## src/rtl/lifi_hadamard_pam_receiver_if.sv

```systemverilog
// Frame-in / symbols-out bundle for the LiFi Hadamard PAM receiver.
// The master drives the frame, and the slave returns the decoded symbols, the ready flag and the FSM state.
interface lifi_hadamard_pam_receiver_if #(
    parameter int N = 100,
    parameter int M = 30
);
    logic [N-1:0] input_data;
    logic [M-1:0] output_data;
    logic         ready;
    logic [1:0]   dbg_state;

    // ready is a level flag: once high it marks output_data as a complete, stable frame until reset.
    modport master (output input_data, input output_data, ready, dbg_state);
    modport slave  (input input_data, output output_data, ready, dbg_state);
endinterface

```

## src/rtl/lifi_hadamard_pam_receiver.sv

```systemverilog
// Serialises one Hadamard-spread PAM frame, de-spreads rows 1..H-1 and slices each symbol.
// Optional macro HEADER_CHECK_EN: a frame whose header is not 4'b1010 is dropped and ready stays low.
module lifi_hadamard_pam_receiver #(
    parameter int HADAMARD      = 16,
    parameter int PAM_LEVEL_LOG = 2,
    parameter int BIT_NUM       = 6,
    parameter int MIDLE_BITS    = 10
) (
    input  logic                          clk,
    input  logic                          resetn,
    lifi_hadamard_pam_receiver_if.slave   bus
);
    localparam int N     = BIT_NUM * HADAMARD + 4;
    localparam int M     = (HADAMARD - 1) * PAM_LEVEL_LOG;
    localparam int LOG_H = $clog2(HADAMARD);
    localparam int CNT_W = $clog2(N + 1);
    localparam int CB_W  = $clog2(BIT_NUM);
    localparam int ACC_W = MIDLE_BITS + 1;
    localparam int RND_W = ACC_W + 1;
    localparam int SMAX  = 2 ** PAM_LEVEL_LOG - 1;

    typedef enum logic [1:0] {LOAD, SHIFT, DECIDE, DONE} state_t;

    state_t                   state_q, state_d;
    logic [N-1:0]             sr_q, sr_d;
    logic [CNT_W-1:0]         bit_cnt_q, bit_cnt_d;
    logic [CB_W-1:0]          cbit_q, cbit_d;
    logic [LOG_H-1:0]         chip_idx_q, chip_idx_d;
    logic [BIT_NUM-2:0]       chip_q, chip_d;
    logic signed [ACC_W-1:0]  acc_q [1:HADAMARD-1];
    logic signed [ACC_W-1:0]  acc_d [1:HADAMARD-1];
    logic [M-1:0]             out_q, out_d;
    logic                     ready_q, ready_d;
`ifdef HEADER_CHECK_EN
    logic [3:0]               header_q, header_d;
`endif

    logic                     bit_in;
    logic [BIT_NUM-1:0]       chip_full;
    logic signed [ACC_W-1:0]  chip_ext;
    logic [M-1:0]             dec_v;
    logic signed [RND_W-1:0]  rnd_v, sym_v;

    assign bit_in          = sr_q[N-1];
    assign chip_full       = {chip_q, bit_in};
    assign chip_ext        = $signed({{(ACC_W - BIT_NUM){1'b0}}, chip_full});
    assign bus.output_data = out_q;
    assign bus.ready       = ready_q;
    assign bus.dbg_state   = state_q;

    // Slicer: round(acc/(H/2)) half up is (acc + H/4) >>> (log2(H)-1), then clamp to the PAM range.
    always_comb begin
        dec_v = '0;
        rnd_v = '0;
        sym_v = '0;
        for (int k = 1; k < HADAMARD; k++) begin
            rnd_v = $signed({acc_q[k][ACC_W-1], acc_q[k]}) + $signed(RND_W'(HADAMARD / 4));
            sym_v = rnd_v >>> (LOG_H - 1);
            if (sym_v[RND_W-1])
                dec_v[(HADAMARD-1-k)*PAM_LEVEL_LOG +: PAM_LEVEL_LOG] = '0;
            else if (sym_v > $signed(RND_W'(SMAX)))
                dec_v[(HADAMARD-1-k)*PAM_LEVEL_LOG +: PAM_LEVEL_LOG] = PAM_LEVEL_LOG'(SMAX);
            else
                dec_v[(HADAMARD-1-k)*PAM_LEVEL_LOG +: PAM_LEVEL_LOG] = sym_v[PAM_LEVEL_LOG-1:0];
        end
    end

    always_comb begin
        state_d    = state_q;
        sr_d       = sr_q;
        bit_cnt_d  = bit_cnt_q;
        cbit_d     = cbit_q;
        chip_idx_d = chip_idx_q;
        chip_d     = chip_q;
        acc_d      = acc_q;
        out_d      = out_q;
        ready_d    = ready_q;
`ifdef HEADER_CHECK_EN
        header_d   = header_q;
`endif
        case (state_q)
            LOAD: begin
                sr_d    = bus.input_data;
                state_d = SHIFT;
            end
            SHIFT: begin
                sr_d      = {sr_q[N-2:0], 1'b0};
                bit_cnt_d = bit_cnt_q + CNT_W'(1);
                if (bit_cnt_q < CNT_W'(4)) begin
`ifdef HEADER_CHECK_EN
                    header_d = {header_q[2:0], bit_in};
`endif
                end else begin
                    chip_d = chip_full[BIT_NUM-2:0];
                    if (cbit_q == CB_W'(BIT_NUM - 1)) begin
                        cbit_d     = '0;
                        chip_idx_d = chip_idx_q + LOG_H'(1);
                        // Sylvester row k has -1 at column i when popcount(i & k) is odd.
                        for (int k = 1; k < HADAMARD; k++) begin
                            if (^(chip_idx_q & LOG_H'(k)))
                                acc_d[k] = acc_q[k] - chip_ext;
                            else
                                acc_d[k] = acc_q[k] + chip_ext;
                        end
                    end else begin
                        cbit_d = cbit_q + CB_W'(1);
                    end
                end
                if (bit_cnt_q == CNT_W'(N - 1))
                    state_d = DECIDE;
            end
            DECIDE: begin
                state_d = DONE;
`ifdef HEADER_CHECK_EN
                if (header_q == 4'b1010) begin
                    out_d   = dec_v;
                    ready_d = 1'b1;
                end else begin
                    out_d   = '0;
                    ready_d = 1'b0;
                end
`else
                out_d   = dec_v;
                ready_d = 1'b1;
`endif
            end
            DONE: begin
                state_d = DONE;
            end
            default: state_d = LOAD;
        endcase
    end

    always_ff @(posedge clk or posedge resetn) begin
        if (resetn) begin
            state_q    <= LOAD;
            sr_q       <= '0;
            bit_cnt_q  <= '0;
            cbit_q     <= '0;
            chip_idx_q <= '0;
            chip_q     <= '0;
            for (int k = 1; k < HADAMARD; k++) acc_q[k] <= '0;
            out_q      <= '0;
            ready_q    <= 1'b0;
`ifdef HEADER_CHECK_EN
            header_q   <= '0;
`endif
        end else begin
            state_q    <= state_d;
            sr_q       <= sr_d;
            bit_cnt_q  <= bit_cnt_d;
            cbit_q     <= cbit_d;
            chip_idx_q <= chip_idx_d;
            chip_q     <= chip_d;
            acc_q      <= acc_d;
            out_q      <= out_d;
            ready_q    <= ready_d;
`ifdef HEADER_CHECK_EN
            header_q   <= header_d;
`endif
        end
    end
endmodule

```

## src/flat_wrapper.sv

```systemverilog
// flat-port wrapper written by rule: the top's interface ports become plain ports
module lifi_hadamard_pam_receiver_flat 
#(
    parameter int HADAMARD      = 16,
    parameter int PAM_LEVEL_LOG = 2,
    parameter int BIT_NUM       = 6,
    parameter int MIDLE_BITS    = 10
)
  (clk, resetn, bus_input_data, bus_output_data, bus_ready, bus_dbg_state);
  lifi_hadamard_pam_receiver_if #(.N(((6) * (16) + 4)), .M((((16) - 1) * (2)))) bus_i ();
  input  logic clk;
  input  logic resetn;
  input wire logic [$bits(bus_i.input_data)-1:0] bus_input_data;
  output wire logic [$bits(bus_i.output_data)-1:0] bus_output_data;
  output wire logic [$bits(bus_i.ready)-1:0] bus_ready;
  output wire logic [$bits(bus_i.dbg_state)-1:0] bus_dbg_state;
  assign bus_i.input_data = bus_input_data;
  assign bus_output_data = bus_i.output_data;
  assign bus_ready = bus_i.ready;
  assign bus_dbg_state = bus_i.dbg_state;
  lifi_hadamard_pam_receiver #(.HADAMARD(HADAMARD), .PAM_LEVEL_LOG(PAM_LEVEL_LOG), .BIT_NUM(BIT_NUM), .MIDLE_BITS(MIDLE_BITS)) u_core (.clk(clk), .resetn(resetn), .bus(bus_i));
endmodule
```

## config.mk

```make
export PLATFORM = sky130hd
export DESIGN_NAME = lifi_hadamard_pam_receiver_flat
export DESIGN_NICKNAME = d
export VERILOG_FILES = /design/src/rtl/lifi_hadamard_pam_receiver_if.sv /design/src/rtl/lifi_hadamard_pam_receiver.sv /design/src/flat_wrapper.sv
export SDC_FILE = /design/constraint.sdc
export NUM_CORES = 1
export LEC_CHECK = 0
export CORE_MARGIN = 2
export CORE_UTILIZATION = 45
export CTS_CLUSTER_SIZE = 30
export DETAILED_ROUTE_END_ITERATION = 16
export GPL_ROUTABILITY_DRIVEN = 0
export GPL_TIMING_DRIVEN = 0
export SYNTH_ARGS = -nofsm -noshare
export SYNTH_HDL_FRONTEND = slang
export SYNTH_SLANG_ARGS = --single-unit
```

## constraint.sdc

```tcl
create_clock -name clk -period 24.8 [get_ports clk]
set_input_delay 7.44 -clock clk [delete_from_list [all_inputs] [get_ports clk]]
set_output_delay 7.44 -clock clk [all_outputs]
set_load 0.03 [all_outputs]
```

==> metrics.yaml <==
job:
  maxCapViolations: 0
routing:
  viasPerCell: 5.70
  drc: 0
  first_pass_iters: 5
  vias: 18700
  wl_per_cell_um: 19.2
  final_antenna_net_count: 0
  first_iter_violations: 1161
  routed_wl_um: 62800
yosys:
  yosys_warnings: 0
  netlist_instances: 2453
  synth_seq_cells: 317
  avgSynthCellArea_um2: 8.83
  synthesis.area_um2: 21700
  synth_edf_count: 0
  synthesis.nets: 2739
  synthFlopType: "dfrtp_1"
  ys_types: 61
  yosysSeqAreaShare_pct: 36.6
  async_reset_ff_share_pct: 100
placed_design:
  placedCellCount: 3205
  port_buffers: 134
  preCtsSetupSlack_ns: 15.71
  dp_hpwl_um: 44300
clocking:
  holdBufCountCts: 0
  cts-htree-levels: 2
  clockRootBuffer: "clkbuf_16"
  ctsLongestPathBuffers: 3
  path_clk_slew_ns: 0.06
  cts_sinks: 317
  worstSkewPairLatency_ns: 0.57
  cts_resized: 0
  numCtsBuffers: 41
  post_cts_buffers: 0
  cts_tree: "yes"
finish:
  nFillCells: 4428
  drive_gt1_share_pct: 4.44
  antenna_cells: 0
  final_nets: 2919
  stdcell_count: 3275
  syn2layout_area_growth_pct: 16.2
grt:
  grt_first_pass_wirelength_um: 99400
  grt_pass1_vias: 18300
  grt_start_max_net_pins: 123
  antenna_found_initial: 0
  track_usage_pct: 25.2
  grt-ovfl-total: 0
min_path:
  holdPathStages: 2
  hold_class: "flip-flop to flip-flop"
  hp-start: "u_core.bus.output_data[16]"
  min_to: "u_core.bus.output_data[16]"
sta:
  fmax_mhz: 107
  slew_headroom_pct: 11.6
  tightestPinTransition_ns: 1.33
  worst_clock_skew_ns: 0.0104
  holdWs_ns: 0.460
  fin_crit_sh_pct: 37.5
  drv_slew: 0
  setup_viol: 0
  fin_ws_ns: 15.49
  hold_violations: 0
  grt_setup_unrepaired: "false"
  fin_crit_ns: 9.31
  setup_tns_ns: 0
floorplanning:
  fp.dieH_um: 223
  die_width_um: 223
  coreArea_um2: 47600
  dieArea_um2: 49900
  initial_core_util_pct: 45.5
  io_pins: 135
  fp-row-count: 80
critical_path:
  cp-end-kind: "output port"
  crit_path_start_kind: "flip-flop"
  cpMaxStageDelayCell: "clkdlybuf4s50_1"
  critPathKind: "flip-flop to output port"
  worst-path-buf-inv: 1
  worstPathRequired_ns: 17.36
  timing.rr.start: "u_core.chip_q[0]"
  critical-path-top-delay-family: "buffers and inverters"
  reg2reg_slack_ns: 19.33
  critPathMaxFanout: 8
  crit_arrival_ns: 1.87
  worst_r2r_path_depth: 17
  cp_cell_sequence: "clkdlybuf4s50_1"
  cpPeakStageDelay_ns: 0.74
  reg2reg_to: "u_core.acc_q[164]"
status:
  outcome: "finished, final reports clean"
power_and_ir_drop:
  p_leak_uw: 0.0116
  max-vdd-ir-drop_uv: 55.3
  p_per_area_nw_per_um2: 98.0
[stage by stage]
| step | power, uW | area (um2) | util (%) |
|---|---|---|---|
| 6_report | 2470 | 25200 | 52.8 |
| 5_1_grt | 2670 | 25200 | 52.8 |
| 4_1_cts | 2470 | 25200 | 52.8 |
| 3_5_place_dp | 1870 | 23900 | 50.1 |
| 3_3_place_gp | 1830 | 23800 | 49.9 |
| 2_1_floorplan | 1630 | 21700 | - |
[cell families (layout without fill, tap and decap cells)]
group | Yosys count | count (layout) | synth area share [%]
compound gates | 636 | 636 | 17.2
xor+xnor | 202 | 202 | 8.17
fa+ha+maj | 184 | 184 | 11.1
buf+inv | 167 | 374 | 3.09
flops | 317 | 317 | 36.6
mux | 126 | 126 | 5.85
simple gates | 821 | 821 | 17.9
[cells in the final DEF, fill, tap and decap left out, drive strengths merged, types with 54 or more instances in the layout]
master,synthesis,final
nand2,408,408
dfrtp,317,317
o21ai,290,290
ha,169,169
clkdlybuf4s50,0,134
a21oi,131,131
clkbuf,70,128
mux2i,121,121
nor2,119,119
xnor2,113,113
xor2,89,89
inv,53,54
[cells in the mapped netlist, types with 23 or more instances]
library cell  number  area, um2
mux2i_1          121       1210
and3_1            23        144
nor2_1           119        447
nor3_1            39        195
a211oi_1          26        195
nand2_1          408       1530
o21a_1            37        278
dfrtp_1          317       7930
a21o_1            29        218
inv_1             53        199
nand2b_1          45        282
o31ai_1           26        195
ha_1             169       2110
xor2_1            89        780
o21ai_0          290       1450
a31oi_1           40        250
clkbuf_1          70        263
a21oi_1          130        651
xnor2_1          113        990
nand3_1           47        235
[where the power goes]
part           switching, uW  internal [uW]
combinational            563            496
sequential               167            655
clock                    243            342
[layer usage]
metal | part of all wire, % | global-route usage, %
met1 | 45 | 34.1
met2 | 47 | 42.4
met3 | 4.8 | 3.46
met4 | 2.4 | 6.86
met5 | 0 | 0
[flip-flops by register name (all words and copies together), names as in the netlist]
| register | flops |
|---|---|
| u_core.bus.ready | 1 |
| u_core.bus.dbg_state | 2 |
| u_core.bus.output_data | 30 |
| u_core.acc_q | 165 |
| u_core.chip_idx_q | 4 |
| u_core.sr_q | 100 |
| u_core.cbit_q | 3 |
| u_core.bit_cnt_q | 7 |
| u_core.chip_q | 5 |
[layout make-up]
class | instances | area [um2] | area share (%)
clock buffer | 58 | 1180 | 4.69
inverter | 53 | 206 | 0.820
sequential | 317 | 7930 | 31.5
buffer | 114 | 470 | 1.87
clock inverter | 12 | 124 | 0.492
tap | 615 | 769 | 3.06
timing repair buffer | 137 | 1410 | 5.59
multi-input combinational | 1969 | 13100 | 52.0
[worst max path at each step]
stage               cells past startpoint                    start          endpoint  slack [ns]
floorplan                               1                   resetn   u_core.acc_q[0]        8.59
global placement                        2                   resetn   u_core.sr_q[24]        3.98
detailed placement                      3                   resetn   u_core.sr_q[24]       15.71
CTS                                     1  u_core.bus.dbg_state[1]  bus_dbg_state[1]       15.44
global route                            1  u_core.bus.dbg_state[1]  bus_dbg_state[1]       15.40
finish                                  1  u_core.bus.dbg_state[1]  bus_dbg_state[1]       15.49
Note: power is estimated with default switching activity, not from simulation.
